==> src/rtl/gsensor_tilt_emu.sv <==
// Push-button driven X-axis tilt emulator: ramps, saturates and springs back to level once per tick.
// Optional output dither via a 16-bit LFSR is enabled with `define GSENS_EMU_NOISE_EN.
module gsensor_tilt_emu #(
    parameter int TICK_DIV    = 50000,
    parameter int STEP        = 16,
    parameter int RETURN_STEP = 8,
    parameter int MAX_MAG     = 500
) (
    input  logic       clk,
    input  logic       resetN,
    input  logic       btn_left,
    input  logic       btn_right,
    input  logic       center,
    output logic [9:0] oDIG,
    output logic       oG_INT2
);

    localparam int CNT_W = $clog2(TICK_DIV);
    localparam logic [CNT_W-1:0] CNT_LAST = CNT_W'(TICK_DIV - 1);
    localparam logic signed [10:0] MAX_S  = 11'(MAX_MAG);
    localparam logic signed [10:0] STEP_S = 11'(STEP);
    localparam logic signed [10:0] RET_S  = 11'(RETURN_STEP);

    typedef enum logic [1:0] {ST_LEVEL, ST_PUSH_L, ST_PUSH_R, ST_RETURN} state_t;

    // All arithmetic is done 11 bits wide so clamping happens before any wrap can occur.
    function automatic logic signed [9:0] sat10(input logic signed [10:0] x);
        logic signed [10:0] y;
        y = x;
        if (x > MAX_S) begin
            y = MAX_S;
        end else if (x < -MAX_S) begin
            y = -MAX_S;
        end
        return y[9:0];
    endfunction

    logic [CNT_W-1:0]   cnt_q, cnt_d;
    state_t             state_q, state_d;
    logic signed [9:0]  value_q, value_d;
    logic signed [10:0] v_ext;
    logic signed [9:0]  out_cur, out_nxt;
    logic               int_q, int_d;
    logic               tick;

    assign tick = (cnt_q == CNT_LAST);

    always_comb begin
        cnt_d   = tick ? '0 : cnt_q + CNT_W'(1);
        state_d = state_q;
        value_d = value_q;
        v_ext   = $signed({value_q[9], value_q});
        if (tick) begin
            if (center) begin
                value_d = '0;
                state_d = ST_LEVEL;
            end else if (btn_left && !btn_right) begin
                value_d = sat10(v_ext - STEP_S);
                state_d = ST_PUSH_L;
            end else if (btn_right && !btn_left) begin
                value_d = sat10(v_ext + STEP_S);
                state_d = ST_PUSH_R;
            end else if (state_q == ST_LEVEL || v_ext == 11'sd0) begin
                // LEVEL is only ever entered with a zero value, so it simply holds.
                value_d = '0;
                state_d = ST_LEVEL;
            end else begin
                if (v_ext > 11'sd0) begin
                    value_d = (v_ext > RET_S) ? sat10(v_ext - RET_S) : '0;
                end else begin
                    value_d = (v_ext < -RET_S) ? sat10(v_ext + RET_S) : '0;
                end
                state_d = (value_d == '0) ? ST_LEVEL : ST_RETURN;
            end
        end
    end

`ifdef GSENS_EMU_NOISE_EN
    logic [15:0]        lfsr_q, lfsr_d;
    logic signed [9:0]  dout_q;
    logic signed [10:0] dith;

    always_comb begin
        lfsr_d = lfsr_q;
        if (tick) begin
            lfsr_d = {lfsr_q[14:0], lfsr_q[15] ^ lfsr_q[13] ^ lfsr_q[12] ^ lfsr_q[10]};
        end
        case (lfsr_d[1:0])
            2'b00:   dith = -11'sd1;
            2'b11:   dith = 11'sd1;
            default: dith = 11'sd0;
        endcase
        out_nxt = tick ? sat10($signed({value_d[9], value_d}) + dith) : dout_q;
    end

    always_ff @(posedge clk or negedge resetN) begin
        if (!resetN) begin
            lfsr_q <= 16'hACE1;
            dout_q <= '0;
        end else begin
            lfsr_q <= lfsr_d;
            dout_q <= out_nxt;
        end
    end

    assign out_cur = dout_q;
`else
    assign out_nxt = value_d;
    assign out_cur = value_q;
`endif

    assign int_d = tick && (out_nxt != out_cur);

    always_ff @(posedge clk or negedge resetN) begin
        if (!resetN) begin
            cnt_q   <= '0;
            state_q <= ST_LEVEL;
            value_q <= '0;
            int_q   <= 1'b0;
        end else begin
            cnt_q   <= cnt_d;
            state_q <= state_d;
            value_q <= value_d;
            int_q   <= int_d;
        end
    end

    assign oDIG    = out_cur;
    assign oG_INT2 = int_q;

endmodule
==> config.mk <==
export PLATFORM = sky130hd
export DESIGN_NAME = gsensor_tilt_emu
export DESIGN_NICKNAME = d
export VERILOG_FILES = /design/src/rtl/gsensor_tilt_emu.sv
export SDC_FILE = /design/constraint.sdc
export NUM_CORES = 1
export LEC_CHECK = 0
export CAP_MARGIN = 20
export CORE_UTILIZATION = 50
export CTS_BUF_LIST = sky130_fd_sc_hd__clkbuf_4 sky130_fd_sc_hd__clkbuf_8 sky130_fd_sc_hd__clkbuf_16
export CTS_CLUSTER_SIZE = 25
export DETAILED_ROUTE_END_ITERATION = 10
export PLACE_DENSITY = 0.68
export SETUP_SLACK_MARGIN = 0.2
export SYNTH_ARGS = -nofsm -noshare
export SYNTH_HDL_FRONTEND = slang
export SYNTH_SLANG_ARGS = --single-unit
==> constraint.sdc <==
create_clock -name clk -period 5.1 [get_ports clk]
set_input_delay 1.02 -clock clk [delete_from_list [all_inputs] [get_ports clk]]
set_output_delay 1.02 -clock clk [all_outputs]
set_load 0.05 [all_outputs]
==> flow_summary.rst <==
.. list-table::
   :header-rows: 1

   * - Metric
     - Value
   * - Multi-input gate area in the final layout
     - about 0.0021 mm^2
   * - Initial core utilization
     - ~53%
   * - Worst endpoint data arrival time
     - 4400 ps
   * - Nets@finish
     - about 400
   * - Clock edge transition at the registers on the reported setup and hold paths
     - about 60 ps
   * - Cell-by-cell trace of the critical path
     - inv_1, ha_1, or3b_2, o21ai_0, or4_1, a311oi_2, o31ai_2, a221o_1, or4b_1, a2111o_1
   * - Summed negative setup slack over all endpoints
     - 0 ps
   * - Wire length of the first global-routing pass
     - around 15000 um
   * - Clock tree from TritonCTS
     - done
   * - Vertical die dimension
     - just under 80 um
   * - Register area share after synthesis
     - 24.35%
   * - Clock buffer count from CTS
     - 5
   * - Mean Syn Cell Area
     - around 7.9 um^2
   * - Switching power share of the total
     - a little under a quarter
   * - Filler cell count
     - between 500 and 600
   * - Max Fanout on Critical Path
     - 19
   * - Relative contribution of sequential cells to total power
     - just under 50%
   * - Fraction of registers with async set or reset after synthesis
     - 100.0%
   * - Vias in the first global route
     - 2811
   * - Clock network latency to the later pin of the worst-skew pair
     - roughly 280 ps
   * - Seq. cell area
     - 725.7 um^2
   * - Net count after synthesis
     - around 390
   * - Clock tree buffer depth
     - 2
   * - Highest attainable clock frequency
     - 235.9 MHz
   * - Top_reg_cell synth
     - dfrtp_1
   * - Tightest slew margin relative to the limit
     - roughly 32%
   * - Kind of end point of the critical path
     - register
   * - Netlist cell types
     - 74
   * - Total track usage
     - 30.18%
   * - Number of instances in the synthesized netlist
     - approximately 380
   * - Count of flip-flops with a built-in enable after synthesis
     - 0
   * - Detail-routed via count per cell
     - just under 7
   * - Die ar.
     - 0.006273 mm^2
   * - Worst Path Class, Setup
     - reg -> reg
   * - Total global routing overflow
     - 0
   * - Port Buffers
     - 15
   * - Number of buffers inserted by hold repair at cts
     - 0
   * - Synth-to-layout area growth
     - 9.740%
   * - Cell area after technology mapping
     - between 0.002 and 0.003 mm^2
   * - Final HPWL DP
     - roughly 6600 um
   * - Iter 0 DRT Violations
     - roughly 320
   * - Buffers inserted by post-CTS timing repair
     - 0
   * - Count of placed standard cells in the final layout, fillers left out
     - around 460
   * - Antenna-violating nets left
     - 0
   * - Finished Cell Area
     - around 0.0033 mm^2
   * - Crit share post-route
     - 83.13%
   * - Crit path time final
     - between 4000 and 5000 ps
   * - Internal cell power
     - 364.3 uW
   * - Maximum number of pins on one net before global-route repair
     - 33
   * - Combinational Power Share
     - 7.9%
   * - Placer congestion estimate
     - between 0.9 and 1
   * - Top delay family on crit path
     - simple AND/OR/NAND/NOR gates
   * - Final clock skew
     - 7.825 ps
   * - Clock group share of total power
     - between 40% and 50%
   * - Static Leakage
     - around 1.3 nW
   * - P per Cell Area
     - 145.6 mW/mm^2
   * - Inserted Diodes
     - 0
   * - H-tree lvl count
     - 2
   * - Ratio of cells with drive above 1 in the final layout
     - approximately 9%
   * - Crit path buffers/inverters
     - 1
   * - Required time of the worst setup path
     - between 5000 and 6000 ps
   * - Class of the tightest hold or removal check
     - reg -> reg
   * - Number of antenna violations at the first check in global routing
     - 0
   * - Final setup violation count
     - 0
   * - Largest stage delay on the critical path
     - ~770 ps
   * - I/O pin cnt
     - 16
   * - Cell total after placement
     - between 400 and 500
   * - Post-place instance area
     - roughly 0.0031 mm^2
   * - Synthesis warning total
     - 0
   * - DRT Pass-1 Iters
     - 5
   * - Core region area
     - 0.005642 mm^2
   * - Max-cap viol count
     - 0
   * - Number of vias in the routed layout
     - around 3100
   * - Critical path startpoint category
     - register
   * - Detailed-route wire length per cell
     - slightly below 20 um
   * - Unrepaired setup endpoints after global routing
     - no
   * - Seq cells post-synth
     - 29
   * - Quantity of gates resized following cts
     - 0
   * - Peak VDD IR
     - between 0.15 and 0.2 mV
   * - Residual DRC
     - 0
   * - Cell chosen for the clock root
     - clkbuf_8
   * - Cell row count
     - 27
   * - Final Hold Violating Endpoints
     - 0
   * - Horizontal die dimension
     - between 70 and 80 um
   * - Net load switching power
     - between 100 and 150 uW
   * - Actual slew at the worst max-slew pin
     - approximately 1000 ps
   * - Run status
     - finished, final reports clean
   * - Critical-path top delay cell
     - dfrtp_1
   * - Routed Wire Length
     - between 8000 and 9000 um
   * - Number of clock sinks seen by CTS
     - 29
   * - Final number of max-transition violations
     - 0
==> routing by layer <==
metal,up-vias,GRT usage (%),part of all wire [%],wire length [um]
met1,1456,44.45,44,3958
met4,0,8.364,1.8,157
met5,-,0,0,0
met3,19,7.931,11,1026
met2,195,42.76,42,3793
li1,1435,-,-,-
==> sequential cells by signal, summed over array words and instances (netlist names) <==
register  flops
state_q       2
cnt_q        16
oDIG         10
oG_INT2       1
==> area by class of cell <==
type / instances / share of cell area (%)
clock buffer: 7 / 2.946
tap: 72 / 2.754
inverter: 12 / 1.377
multi-input combinational: 315 / 64.00
clock inverter: 1 / 0.1530
timing repair buffer: 21 / 6.580
sequential: 29 / 22.19
==> final timing paths <==
check,slack (ps),depth (start not counted),end,startpoint
worst max-delay path,860,10,oG_INT2,oDIG[5]
worst min-delay path,450,1,cnt_q[0],cnt_q[0]
worst max register to register,860,10,oG_INT2,oDIG[5]
worst min register to register,450,1,cnt_q[0],cnt_q[0]
max in group asynchronous,3700,2,oDIG[5],resetN
min in group asynchronous,1120,2,state_q[0],resetN
==> synth_stat cells (3+ instances only) <==
master,number,area (um^2)
nand2b_1,6,37.54
o211ai_1,6,45.04
a211o_1,3,26.28
nand3_1,19,95.09
nor4b_1,4,35.03
clkbuf_1,13,48.80
and3_1,6,37.54
dfrtp_1,29,725.7
or3b_2,4,35.03
or4_1,4,30.03
o2111ai_1,7,61.31
xor2_1,9,78.83
nor2b_1,7,43.79
a21boi_0,7,52.55
and2_1,4,25.02
a211oi_1,5,37.54
or2_2,3,18.77
nor2_1,36,135.1
nand2_1,36,135.1
o21ai_0,24,120.1
a31oi_1,7,43.79
ha_1,10,125.1
inv_1,12,45.04
a21o_1,4,30.03
a21oi_1,15,75.07
nor3_1,6,30.03
xnor2_1,14,122.6
buf_6,4,45.04
nand4_1,9,56.30
o22ai_1,4,25.02
==> metrics by stage <==
step	util [%]	worst slack [ps]	power (mW)	hold slack, ps
floorplan	-	913.6	0.2562	425.1
finish	57.97	860.3	0.4764	453.8
global route	57.97	663.7	0.4998	484.6
global placement	55.69	979.2	0.2742	439.7
detailed placement	55.69	917.0	0.2738	452.0
CTS	57.49	894.1	0.4814	460.3
==> cell families after synthesis <==
family,Yosys count,synth area share [%]
adder cells (fa/ha/maj),10,4.198
buffers and inverters,34,5.625
multiplexers,2,0.7137
XOR/XNOR,23,6.759
AO/OA/AOI/OAI,115,27.83
flip-flops,29,24.35
AND/OR/NAND/NOR,165,30.52
==> power groups by stage <==
stage               clock network, mW  registers [mW]  logic [mW]
detailed placement                  0           0.237      0.0365
floorplan                           0           0.238      0.0184
global placement                    0           0.237      0.0368
finish                          0.206           0.233      0.0377
global route                    0.226           0.233      0.0409
CTS                             0.212           0.233      0.0368
==> layout by cell type, fill, tap and decap left out, types with 5 or more instances in the layout <==
cell	count
a211oi_1	5
buf_4	5
nor2b_1	7
ha_1	10
nor2_1	36
a21boi_0	7
a31oi_1	7
xnor2_1	14
clkbuf_8	7
clkdlybuf4s50_1	15
and3_1	6
nand2_1	36
nand4_1	9
inv_1	12
nor3_1	6
dfrtp_1	29
a21oi_1	15
xor2_1	9
o2111ai_1	7
o21ai_0	24
nand3_1	19
o211ai_1	6
nand2b_1	6
(Power assumes the default switching activity.)
